<file path="src/rtl/pulse_train_if.sv">
// Control/status bundle for pulse_train_generator: a start request with its
// train configuration going in, the generated waveform and train status coming out.
interface pulse_train_if #(
  parameter int CNT_W = 8,
  parameter int NUM_W = 8
);
  // Handshake: a request is start=1 sampled while busy=0. Every request is
  // answered by exactly one done pulse. start and the configuration are
  // ignored while busy=1. A request made during the done cycle is accepted.
  logic             start;
  logic [CNT_W-1:0] high_cycles;
  logic [CNT_W-1:0] low_cycles;
  logic [NUM_W-1:0] num_pulses;
  logic             signal;
  logic             busy;
  logic             done;
  logic [NUM_W-1:0] pulses_sent;
  logic [1:0]       state_dbg;

  modport master (
    output start, high_cycles, low_cycles, num_pulses,
    input  signal, busy, done, pulses_sent, state_dbg
  );

  modport slave (
    input  start, high_cycles, low_cycles, num_pulses,
    output signal, busy, done, pulses_sent, state_dbg
  );
endinterface

</file>
<file path="src/rtl/pulse_train_generator.sv">
// Programmable pulse-train source: on start, emits N pulses of H clocks high and
// L clocks low back to back, then strobes done. All outputs are flop outputs.
module pulse_train_generator #(
  parameter int CNT_W = 8,
  parameter int NUM_W = 8
) (
  input  logic          clk,
  input  logic          reset,
  pulse_train_if.slave  bus
);

  typedef enum logic [1:0] {
    IDLE = 2'd0,
    HIGH = 2'd1,
    LOW  = 2'd2
  } state_t;

  state_t           state;
  logic [CNT_W-1:0] phase_cnt;
  logic [CNT_W-1:0] h_lat;
  logic [CNT_W-1:0] l_lat;
  logic [NUM_W-1:0] n_lat;
  logic             signal_q;
  logic             busy_q;
  logic             done_q;
  logic [NUM_W-1:0] pulses_q;

  // The counter runs 1..limit and stops at the latched limit, so a limit of
  // all ones never needs a value past the counter's range.
  always_ff @(posedge clk) begin
    if (reset) begin
      state     <= IDLE;
      phase_cnt <= '0;
      h_lat     <= '0;
      l_lat     <= '0;
      n_lat     <= '0;
      signal_q  <= 1'b0;
      busy_q    <= 1'b0;
      done_q    <= 1'b0;
      pulses_q  <= '0;
    end else begin
      done_q <= 1'b0;
      unique case (state)
        IDLE: begin
          if (bus.start) begin
            if (bus.num_pulses != '0) begin
              h_lat     <= (bus.high_cycles == '0) ? CNT_W'(1) : bus.high_cycles;
              l_lat     <= (bus.low_cycles == '0) ? CNT_W'(1) : bus.low_cycles;
              n_lat     <= bus.num_pulses;
              state     <= HIGH;
              signal_q  <= 1'b1;
              busy_q    <= 1'b1;
              pulses_q  <= NUM_W'(1);
              phase_cnt <= CNT_W'(1);
            end else begin
              // Zero-length request completes immediately without a train.
              done_q   <= 1'b1;
              pulses_q <= '0;
            end
          end
        end
        HIGH: begin
          if (phase_cnt == h_lat) begin
            state     <= LOW;
            signal_q  <= 1'b0;
            phase_cnt <= CNT_W'(1);
          end else begin
            phase_cnt <= phase_cnt + CNT_W'(1);
          end
        end
        LOW: begin
          if (phase_cnt == l_lat) begin
            if (pulses_q != n_lat) begin
              state     <= HIGH;
              signal_q  <= 1'b1;
              pulses_q  <= pulses_q + NUM_W'(1);
              phase_cnt <= CNT_W'(1);
            end else begin
              state  <= IDLE;
              busy_q <= 1'b0;
              done_q <= 1'b1;
            end
          end else begin
            phase_cnt <= phase_cnt + CNT_W'(1);
          end
        end
        default: begin
          state    <= IDLE;
          signal_q <= 1'b0;
          busy_q   <= 1'b0;
        end
      endcase
    end
  end

  assign bus.signal      = signal_q;
  assign bus.busy        = busy_q;
  assign bus.done        = done_q;
  assign bus.pulses_sent = pulses_q;
  assign bus.state_dbg   = state;

endmodule

</file>
<file path="src/flat_wrapper.sv">
// flat-port wrapper written by rule: the top's interface ports become plain ports
module pulse_train_generator_flat 
#(
  parameter int CNT_W = 8,
  parameter int NUM_W = 8
)
  (clk, reset, bus_start, bus_high_cycles, bus_low_cycles, bus_num_pulses, bus_signal, bus_busy, bus_done, bus_pulses_sent, bus_state_dbg);
  pulse_train_if #(.CNT_W(CNT_W), .NUM_W(NUM_W)) bus_i ();
  input  logic clk;
  input  logic reset;
  input wire logic [$bits(bus_i.start)-1:0] bus_start;
  input wire logic [$bits(bus_i.high_cycles)-1:0] bus_high_cycles;
  input wire logic [$bits(bus_i.low_cycles)-1:0] bus_low_cycles;
  input wire logic [$bits(bus_i.num_pulses)-1:0] bus_num_pulses;
  output wire logic [$bits(bus_i.signal)-1:0] bus_signal;
  output wire logic [$bits(bus_i.busy)-1:0] bus_busy;
  output wire logic [$bits(bus_i.done)-1:0] bus_done;
  output wire logic [$bits(bus_i.pulses_sent)-1:0] bus_pulses_sent;
  output wire logic [$bits(bus_i.state_dbg)-1:0] bus_state_dbg;
  assign bus_i.start = bus_start;
  assign bus_i.high_cycles = bus_high_cycles;
  assign bus_i.low_cycles = bus_low_cycles;
  assign bus_i.num_pulses = bus_num_pulses;
  assign bus_signal = bus_i.signal;
  assign bus_busy = bus_i.busy;
  assign bus_done = bus_i.done;
  assign bus_pulses_sent = bus_i.pulses_sent;
  assign bus_state_dbg = bus_i.state_dbg;
  pulse_train_generator #(.CNT_W(CNT_W), .NUM_W(NUM_W)) u_core (.clk(clk), .reset(reset), .bus(bus_i));
endmodule
</file>
<file path="config.mk">
export PLATFORM = sky130hd
export DESIGN_NAME = pulse_train_generator_flat
export DESIGN_NICKNAME = d
export VERILOG_FILES = /design/src/rtl/pulse_train_if.sv /design/src/rtl/pulse_train_generator.sv /design/src/flat_wrapper.sv
export SDC_FILE = /design/constraint.sdc
export NUM_CORES = 1
export LEC_CHECK = 0
export CAP_MARGIN = 10
export CORE_MARGIN = 2
export CORE_UTILIZATION = 26
export CTS_CLUSTER_SIZE = 14
export DETAILED_ROUTE_END_ITERATION = 10
export GPL_ROUTABILITY_DRIVEN = 0
export GPL_TIMING_DRIVEN = 0
export PLACE_DENSITY_LB_ADDON = 0.1
export RECOVER_POWER = 100
export REMOVE_ABC_BUFFERS = 1
export SYNTH_ARGS = -nofsm -noshare
export SYNTH_HDL_FRONTEND = slang
export SYNTH_SLANG_ARGS = --single-unit
</file>
<file path="constraint.sdc">
create_clock -name clk -period 1.9 [get_ports clk]
set_input_delay 0.19 -clock clk [delete_from_list [all_inputs] [get_ports clk]]
set_output_delay 0.19 -clock clk [all_outputs]
set_load 0.1 [all_outputs]
</file>
After elaboration in Yosys (flattened, before gate mapping)
Cells that the tools add are included.
{ "totals": {"regBits": 45, "elab_cells": 69} }
{ "op_classes": {"n_reduce_logical": 12, "bitwise": 1, "add_sub_neg": 2, "muxes": 33, "eq_ne": 12} }
{ "ops": {"columns": ["op", "n"], "rows": [
  ["two-way mux 8 bit", 10],
  ["one-hot mux 8 bit (3 select lines)", 1],
  ["adder 8 x 1 -> 8 bit (second input constant)", 2],
  ["== test 8 bit", 2],
  ["zero test 8 bit", 2],
  ["one-hot mux 8 bit (2 select lines)", 1],
  ["two-way mux 1 bit", 13],
  ["AND reduction 4 bit", 3],
  ["AND reduction 5 bit", 2],
  ["two-way mux 2 bit", 4],
  ["!= test 2 x 1 -> 1 bit (second input constant)", 4],
  ["!= test 8 bit", 1],
  ["nonzero test 8 bit", 1],
  ["one-hot mux 1 bit (3 select lines)", 2],
  ["one-hot mux 2 bit (3 select lines)", 1],
  ["!= test 2 bit (second input constant)", 2],
  ["!= test 3 bit (second input constant)", 1],
  ["AND reduction 3 bit", 1],
  ["nonzero test 3 bit", 1],
  ["== test 2 x 1 -> 1 bit (second input constant)", 1],
  ["== test 2 bit (second input constant)", 1],
  ["zero test 2 bit", 1],
  ["one-hot mux 1 bit (2 select lines)", 1],
  ["nonzero test 2 bit", 1],
  ["inverter 1 bit", 1]
]} }

Longest topological paths before layout
Gate-level depths: netlist of run 1.
{ "depth": {"word_depth": 4, "ltp_mapped": 9, "ltp_nobuf": 7} }

Worst setup path after synthesis of run 1
OpenSTA, ideal clock, no wires.
{ "synth_timing": {"kind": "reg2reg", "from": "register u_core.state[1], in the netlist u_core.bus.state_dbg[1]", "to": "register u_core.pulses_q[3], in the netlist u_core.bus.pulses_sent[3]", "path_buffers": 1, "synth_period_minus_slack_ps": 2596, "path_stages_with_launch": 8, "arrival_time_ps": 2479, "setup_ps": 118, "t_required_ps": 1782, "setup_slack_ps": -696, "cell_sequence": "dfxtp_1 > ha_1 > buf_2 > inv_1 > o21ai_0 > and3_2 > o21ai_0 > a32o_1"} }
{ "synth_via": {"elab_chain_cells": 3, "elab_cells_between_ends": 8} }
{ "synth_rtl": {"columns": ["item", "line", "source"], "rows": [
  ["start: declaration", "pulse_train_generator.sv:18", "state_t state;"],
  ["start signal: assignment", "pulse_train_generator.sv:32", "state <= IDLE;"],
  ["start signal: assignment", "pulse_train_generator.sv:50", "state <= HIGH;"],
  ["start signal: assignment", "pulse_train_generator.sv:64", "state <= LOW;"],
  ["== test 2 bit or zero test 2 bit (tied branches)", "pulse_train_generator.sv:43", "unique case (state)"],
  ["!= test 2 x 1 -> 1 bit (no source line), or another cell as far along", null, null],
  ["AND reduction 4 bit (no source line)", null, null],
  ["end signal: assignment", "pulse_train_generator.sv:76", "pulses_q <= pulses_q + NUM_W'(1);"],
  ["end: declaration", "pulse_train_generator.sv:26", "logic [NUM_W-1:0] pulses_q;"]
]} }
Parallel ways exist; a longest one is shown, timed or not.
A chain may end at the register's enable or synchronous reset.

Worst setup path after layout of run 1
{ "layout_timing": {"from": "register u_core.pulses_q[0], in the netlist u_core.bus.pulses_sent[0]", "to": "output port bus_pulses_sent[0]"} }
{ "layout_rtl": {"columns": ["item", "line", "source"], "rows": [
  ["end: declaration", "flat_wrapper.sv:18", "output wire logic [$bits(bus_i.pulses_sent)-1:0] bus_pulses_sent;"]
]} }
No word-level cell between the ends.

==> results.yml, run 1 <==
global_routing:
  grt_max_degree: 45
  grt_usage_pct: 13.81
  grt_overflow_total: 0
  grt_pass1_wl_um: 11060
  grt_pass1_vias: 2121
  antenna_found_initial: 0
yosys:
  seq_area_frac_synth_pct: 37.09
  yosys_register_bits: 45
  ys_warn_count: 0
  yosys.area.top_type: "dfxtp_1"
  ys_types: 54
  syn_avg_cell_area_um2: 8.317
  synth-async-reset-ratio_pct: 0
  syn_area_um2: 2429
  synth.top_cells.by_area: "dfxtp_1 37%, nand2_1 8.0%, a21oi_1 6.2%, xnor2_1 5.8%, ha_1 3.1%"
  synth_flop_cell: "dfxtp_1"
  syn-instance-count: 292
  synth_top_area_share_pct: 37.09
  synth_edf_count: 0
clock_tree:
  clk_latency_ns: 0.31
  cts_num_sinks: 45
  htreeDepth: 2
  cts_tree: "yes"
  root_buffer: "clkbuf_8"
  clk_path_buf_depth: 2
  cts_buffers: 5
  cts_hold_buf: 0
  cts.reportedPaths.clkPinSlew_ns: 0.10
power:
  p_seq_share_pct: 31.0
  p_leak_nw: 1.209
  finalPower_mw: 3.858
  power_density_nw_per_um2: 1174
  clock_power_share_pct: 20.4
  switchingPower_mw: 1.621
  cell_internal_pwr_mw: 2.237
  switching_share_pct: 42.02
  vdd_drop_max_mv: 0.4907
  pwr-share-comb_pct: 48.5
die:
  io_pins: 40
  row_count: 35
  initial_core_util_pct: 26.53
  dieArea_um2: 10130
  dieWidth_um: 100.6
  coreArea_um2: 9153
  fp.dieH_um: 100.6
min_path:
  worstHoldPathCells: 3
  min_from: "bus_high_cycles[6]"
  hold_end: "u_core.h_lat[6]"
  min-delay-path-class: "primary input to register"
sta:
  relSlewSlack_pct: 22.02
  timing_hold_violations_final: 0
  worst_pin_slew_ns: 1.175
  setup_violations: 0
  drv_slew: 0
  clock.fmax_mhz: 544.3
  timing.final.ws_setup_ns: 0.06286
  finalCritPeriodShare_pct: 96.69
  fin_skew_ns: 0.01257
  rsz0062_at_grt: "true"
  period_minus_slack_ns: 1.837
cells_and_area:
  final_layout_size_suffix_gt1_share_pct: 24.35
  syn_to_final_growth_pct: 35.29
  diodes: 0
  fin_area_um2: 3286
  final_nets: 377
  regArea_um2: 939.7
  multiInputGateArea_um2: 1530
  nFillCells: 968
  utilization_pct: 35.90
setup_path:
  regToRegSetupSlack_ns: 0.07
  r2r-end: "u_core.phase_cnt[2]"
  max_stage_delay_ns: 0.82
  r2r.worst_path.cells: 6
  crit_path_start_kind: "register"
  r2r-start: "u_core.phase_cnt[2]"
  cp_cell_sequence: "buf_4 -> clkdlybuf4s15_1"
  cp_max_fo: 5
  critPathKind: "register to output port"
  critPathRequiredTime_ns: 1.71
  cp-end-kind: "output port"
  cpMaxStageDelayCell: "clkdlybuf4s15_1"
  arrival_ns: 1.65
routing:
  wl_um: 6957
  drt-pass1-iter-count: 4
  drt_iter0_drc: 102
  drc: 0
  viasPerCell: 4.866
  vias: 2219
  routedWlPerCell_um: 15.26
  postRouteAntennaNets: 0
flow_run:
  max_cap_viol_count: 0
outcome:
  status: "finished, final reports clean"
placed_design:
  io_buffer_count: 39
  place_hpwl_um: 4618
  place_ws_ns: -0.6783
  place_area_um2: 2855
## power groups by stage
stage               clock network (mW)  registers [mW]  logic, mW
floorplan                            0            1.48      0.868
global placement                     0            1.22       1.54
detailed placement                   0            1.22       1.54
CTS                              0.812            1.20       1.68
global route                     0.851            1.22       2.04
finish                           0.788            1.20       1.87
## layout by cell type (no fill, tap or decap), types with 3 or more instances in the layout
cell / count
a21boi_0: 3
clkbuf_1: 4
nor2_1: 13
nor3_1: 12
a32o_1: 4
clkbuf_8: 6
nand3_1: 10
o21ai_4: 3
ha_1: 4
a31oi_1: 5
o2bb2ai_1: 5
inv_1: 5
dfxtp_1: 28
o21ai_0: 8
dlygate4sd2_1: 6
buf_4: 20
nand2_1: 51
clkdlybuf4s50_1: 25
dfxtp_4: 7
a21oi_1: 30
xnor2_1: 16
dfxtp_2: 10
xor2_1: 6
## cell usage after synthesis, drive strengths merged (5+ instances only)
cell,number
a21oi,31
a31oi,5
buf,8
clkbuf,9
dfxtp,45
ha,6
inv,7
nand2,52
nand3,12
nor2,16
nor3,13
o21ai,13
o2bb2ai,5
xnor2,16
xor2,8
## final cells by class
class	count	share of cell area, %
Clock buffer	6	2.513
Tap cell	111	4.227
Inverter	7	0.9139
Sequential cell	45	28.60
Timing Repair Buffer	61	16.03
Multi-Input combinational cell	224	46.57
Clock inverter	2	1.142
## worst max-delay path: cells and delay by family (launching register included)
family | cells | cell delay [ns]
buffers and inverters | 2 | 0.96
DFF | 1 | 0.38
## metrics by stage
stage	TNS, ns	hold WS, ns	cells
global placement	-32.61	0.4586	424
detailed placement	-22.33	0.4642	424
CTS	-0.007512	0.4394	444
floorplan	-21.92	0.2591	274
global route	-0.02646	0.4363	456
finish	0	0.4446	456
## worst max path at each step
| stage | start | end | slack [ns] | cells past startpoint |
|---|---|---|---|---|
| final | u_core.bus.pulses_sent[0] | bus_pulses_sent[0] | 0.06 | 2 |
| after global routing | u_core.phase_cnt[1] | u_core.phase_cnt[5] | -0.02 | 7 |
| after CTS | u_core.bus.pulses_sent[1] | u_core.phase_cnt[2] | -0.008 | 6 |
| after detailed placement | bus_num_pulses[3] | u_core.h_lat[0] | -0.68 | 6 |
| after global placement | reset | u_core.phase_cnt[5] | -1.32 | 4 |
| after floorplan | u_core.bus.state_dbg[1] | u_core.bus.pulses_sent[3] | -0.78 | 6 |
## state kept, by name (all words and copies together), names as in the netlist
register	cells
u_core.bus.done	1
u_core.bus.busy	1
u_core.bus.signal	1
u_core.l_lat	8
u_core.bus.state_dbg	2
u_core.phase_cnt	8
u_core.h_lat	8
u_core.n_lat	8
u_core.bus.pulses_sent	8
## cells by family (layout without fill, tap and decap cells)
logic type	Yosys count	count (layout)	synth area share, %
AOI/OAI and AO/OA	74	74	20.92
xor gates and xnor gates	24	24	8.655
adders and majority gates	6	6	3.091
buffers and inverters	25	76	5.203
DFF	45	45	37.09
and+or+nand+nor	118	120	25.04
## metal layers
metal	vias to the layer above	track usage (%)	part of all wire (%)
met5	-	0	0
met4	0	3.477	1.0
met3	7	2.497	2.9
met2	33	21.44	45
met1	1038	19.71	51
li1	1141	-	-
## what timing repair did
item / in CTS / in global routing
setup endpoints to repair: 57 / 42
buffers inserted: 12 / 10
resized for setup: 46 / 24
endpoints found under the hold margin: 0 / 0
gates cloned: 0 / 2
pin swaps: 8 / 10
Power figures use the tool's default switching activity.
==> run 2: changes to the inputs <==
- REMOVE_ABC_BUFFERS: 1 -> default
==> results.yml, run 2 (synthesized netlist as in run 1, its figures left out) <==
routing:
  routedWlPerCell_um: 15.47
  wl_um: 7195
  drc: 0
  viasPerCell: 4.905
  vias: 2281
  drt_iter0_drc: 69
  drt-pass1-iter-count: 5
  postRouteAntennaNets: 0
setup_path:
  max_stage_delay_ns: 0.37
  cp_cell_sequence: "buf_4 -> xnor2_2 -> nand4_2 -> buf_4 -> o31a_4 -> and2_4 -> a32o_1"
  critPathRequiredTime_ns: 2.11
  cpLargestDelayFamily: "compound AO/OA/AOI/OAI gates"
  cpMaxStageDelayCell: "o31a_4"
  crit_buf_inv: 2
  path_common_cell: "buf_4"
  crit_path_start_kind: "register"
  cp-end-kind: "register"
  cp_max_fo: 9
  critPathKind: "register to register"
  arrival_ns: 2.05
clock_tree:
  cts.reportedPaths.clkPinSlew_ns: 0.09
  cts_num_sinks: 45
  clk_path_buf_depth: 2
  htreeDepth: 2
  cts_buffers: 5
  root_buffer: "clkbuf_8"
  cts_hold_buf: 0
  clk_latency_ns: 0.30
  cts_tree: "yes"
cells_and_area:
  syn_to_final_growth_pct: 35.50
  fin_cells: 465
  utilization_pct: 35.95
  final_nets: 386
  layout_commonest_cell: "nand2_1"
  final_layout_size_suffix_gt1_share_pct: 23.45
  diodes: 0
  layout_common_cells: "51 x nand2_1, 31 x dfxtp_1, 30 x a21oi_1"
  nFillCells: 984
sta:
  drv_slew: 0
  clock.fmax_mhz: 541.1
  setup_violations: 0
  relSlewSlack_pct: 22.32
  period_minus_slack_ns: 1.848
  fin_skew_ns: 0.009569
  rsz0062_at_grt: "true"
  timing.final.ws_setup_ns: 0.05203
  finalCritPeriodShare_pct: 97.26
  timing_hold_violations_final: 0
  worst_pin_slew_ns: 1.170
  finalSetupTns_ns: 0
outcome:
  status: "finished, final reports clean"
die:
  fp.dieH_um: 100.6
  initial_core_util_pct: 26.53
  coreArea_um2: 9153
  dieArea_um2: 10130
  row_count: 35
  io_pins: 40
  dieWidth_um: 100.6
power:
  power_density_nw_per_um2: 1132
  p_leak_nw: 1.203
  vdd_drop_max_mv: 0.5099
global_routing:
  use_met2_pct: 21.90
  grt_overflow_total: 0
  grt-busiest-layer: "met2"
  grt_pass1_vias: 2051
  grt_pass1_wl_um: 11340
  antenna_found_initial: 0
  met1_usage_pct: 21.59
  grt_max_degree: 14
  grt.met3_usage_pct: 2.427
  grt_usage_pct: 14.57
placed_design:
  place_ws_ns: -0.4447
  dp_cells: 441
  io_buffer_count: 38
  place_hpwl_um: 5217
flow_run:
  max_cap_viol_count: 0
yosys:
  syn_nets: 325
min_path:
  min-delay-path-class: "primary input to register"
-- run 2: where the power goes --
part           switching [mW]  internal, mW  total [mW]
Sequential              0.130          1.09        1.22
Combinational            1.14         0.691        1.83
Clock                   0.346         0.330       0.676
-- run 2: what timing repair did --
| action | 4_1_cts | 5_1_grt |
|---|---|---|
| pin swaps | 5 | 2 |
| setup buffers | 9 | 8 |
| resized for setup | 24 | 26 |
| setup endpoints to repair | 50 | 38 |
-- run 2: layout make-up --
cell class | instances | area [µm²] | share of cell area, %
inverter | 7 | 30.03 | 0.9125
clock buffer | 7 | 96.34 | 2.928
clock inverter | 1 | 5.005 | 0.1521
multi-input combinational | 222 | 1513 | 45.97
tap | 111 | 138.9 | 4.221
timing repair buffer | 55 | 431.7 | 13.12
buffer | 17 | 130.1 | 3.954
sequential | 45 | 945.9 | 28.75
-- run 2: metrics by stage --
step / instance area, µm² / hold WS [ns] / power, mW
final: 3291 / 0.2627 / 3.725
after global routing: 3291 / 0.2789 / 3.961
after CTS: 3186 / 0.2561 / 3.597
after detailed placement: 2998 / 0.4652 / 2.847
after global placement: 2998 / 0.4590 / 2.830
after floorplan: 2479 / 0.3260 / 2.420
-- run 2: path summary, 6_finish.rpt --
| path | startpoint | endpoint | slack [ns] | cells past startpoint |
|---|---|---|---|---|
| setup reg to reg | u_core.phase_cnt[2] | u_core.phase_cnt[2] | 0.05 | 7 |
| hold reg to reg | u_core.h_lat[3] | u_core.h_lat[3] | 0.47 | 2 |
| hold / removal | reset | u_core.phase_cnt[5] | 0.26 | 3 |
| setup / recovery | u_core.phase_cnt[2] | u_core.phase_cnt[2] | 0.05 | 7 |
-- run 2: per-layer routing --
layer,vias to the layer above,part of all wire [%]
li1,1153,-
met1,1062,51
met2,60,44
met3,6,3.6
met4,0,1.2
met5,-,0
-- run 2: worst register-to-register path, delay by kind of cell (launching register included) --
kind	cells	cell delay, ns
AOI/OAI and AO/OA	2	0.57
xor gates and xnor gates	1	0.14
buffers and inverters	2	0.36
DFF	1	0.31
and+or+nand+nor	2	0.37
==> run 3: changes to the inputs <==
- RECOVER_POWER: 100 -> default
==> results.yml, run 3 (synthesized netlist as in run 1, its figures left out) <==
cells_and_area:
  layout_commonest_cell: "nand2_1"
  final_layout_size_suffix_gt1_share_pct: 23.45
  syn_to_final_growth_pct: 37.97
  fin_area_um2: 3351
  final_nets: 386
  diodes: 0
  nFillCells: 977
  layout_common_cells: "51 x nand2_1, 31 x dfxtp_1, 30 x a21oi_1"
clock_tree:
  cts_buffers: 5
  cts_num_sinks: 45
  cts.reportedPaths.clkPinSlew_ns: 0.09
  clk_path_buf_depth: 2
  cts_hold_buf: 0
  clk_latency_ns: 0.30
  htreeDepth: 2
  root_buffer: "clkbuf_8"
  cts_tree: "yes"
setup_path:
  crit_path_start_kind: "register"
  critPathRequiredTime_ns: 2.11
  r2r.worst_path.cells: 7
  cp-end-kind: "register"
  critPathKind: "register to register"
  arrival_ns: 2.05
  cp_max_fo: 9
sta:
  hold_ws_ns: 0.2620
  period_minus_slack_ns: 1.849
  relSlewSlack_pct: 36.29
  fin_skew_ns: 0.009405
  drv_slew: 0
  worst_pin_slew_ns: 0.9594
  timing_hold_violations_final: 0
  clock.fmax_mhz: 540.9
  rsz0062_at_grt: "true"
  setup_violations: 0
  finalCritPeriodShare_pct: 97.30
power:
  switchingPower_mw: 1.622
  p_seq_share_pct: 32.4
  cell_internal_pwr_mw: 2.126
  switching_share_pct: 43.28
  clock_power_share_pct: 18.0
  pwr-share-comb_pct: 49.6
  power_density_nw_per_um2: 1119
  vdd_drop_max_mv: 0.5501
  p_leak_nw: 1.283
routing:
  drc: 0
  wl_um: 7175
  drt-pass1-iter-count: 4
  viasPerCell: 4.858
  vias: 2259
  routedWlPerCell_um: 15.43
  drt_iter0_drc: 70
  postRouteAntennaNets: 0
placed_design:
  place_area_um2: 2998
  place_hpwl_um: 5217
  io_buffer_count: 38
flow_run:
  max_cap_viol_count: 0
min_path:
  min-delay-path-class: "primary input to register"
  worstHoldPathCells: 3
die:
  fp.dieH_um: 100.6
  initial_core_util_pct: 26.53
  coreArea_um2: 9153
  io_pins: 40
  dieArea_um2: 10130
  dieWidth_um: 100.6
  row_count: 35
outcome:
  status: "finished, final reports clean"
global_routing:
  grt_usage_pct: 14.57
  grt_pass1_wl_um: 11340
  grt_max_degree: 14
  antenna_found_initial: 0
  grt_overflow_total: 0
  grt_pass1_vias: 2051
yosys:
  syn_nets: 325
[run 3: cell count changes in the layout (fill, tap and decap cells not counted)]
cell           before  now
clkbuf_1           16    4
dlygate4sd2_1       1   13
[run 3: power groups by stage]
| stage | sequential, mW | clock (mW) | combinational (mW) |
|---|---|---|---|
| after floorplan | 1.49 | 0 | 0.930 |
| after global placement | 1.23 | 0 | 1.60 |
| after detailed placement | 1.23 | 0 | 1.62 |
| after CTS | 1.21 | 0.702 | 1.69 |
| after global routing | 1.24 | 0.738 | 2.01 |
| final | 1.21 | 0.676 | 1.86 |
[run 3: worst paths after layout]
check	start	to	slack (ns)
max	u_core.phase_cnt[2]	u_core.phase_cnt[2]	0.05
min	reset	u_core.phase_cnt[5]	0.26
max reg2reg	u_core.phase_cnt[2]	u_core.phase_cnt[2]	0.05
min reg2reg	u_core.h_lat[3]	u_core.h_lat[3]	0.47
[run 3: cell type report]
class                      instances  area, µm²  share of cell area (%)
sequential                        45      945.9                   28.23
clock inverter                     1      5.005                  0.1494
timing repair buffer              55      491.7                   14.68
tap                              111      138.9                   4.145
multi-input combinational        222       1513                   45.15
buffer                            17      130.1                   3.884
inverter                           7      30.03                  0.8962
clock buffer                       7      96.34                   2.875
[run 3: critical path, cell delays in order (launching register included)]
cell and delay, ns:
dfxtp_1 0.31, buf_4 0.16, xnor2_2 0.14, nand4_2 0.19
buf_4 0.19, o31a_4 0.37, and2_4 0.18, a32o_1 0.20
[run 3: repair_timing]
action,4_1_cts,5_1_grt
gates resized for setup,24,26
endpoints found under the setup margin,50,38
pin swaps,5,2
buffers inserted,9,8
[run 3: through the flow]
stage               power (mW)  setup TNS [ns]  instances  utilization (%)  worst slack, ns
floorplan                2.420         -0.1292        292                -         -0.06483
global placement         2.830          -11.50        441            32.75          -0.4454
detailed placement       2.847          -12.07        441            32.75          -0.4447
CTS                      3.597               0        457            34.81         0.004214
global route             3.982         -0.2047        465            36.61         -0.05603
finish                   3.749               0        465            36.61          0.05136
[run 3: metal layers]
metal	GRT usage (%)	vias up	wire length (µm)
met5	0	-	0
met4	3.477	0	85
met3	2.427	6	199
met2	21.90	38	3194
met1	21.59	1062	3696
li1	-	1153	-
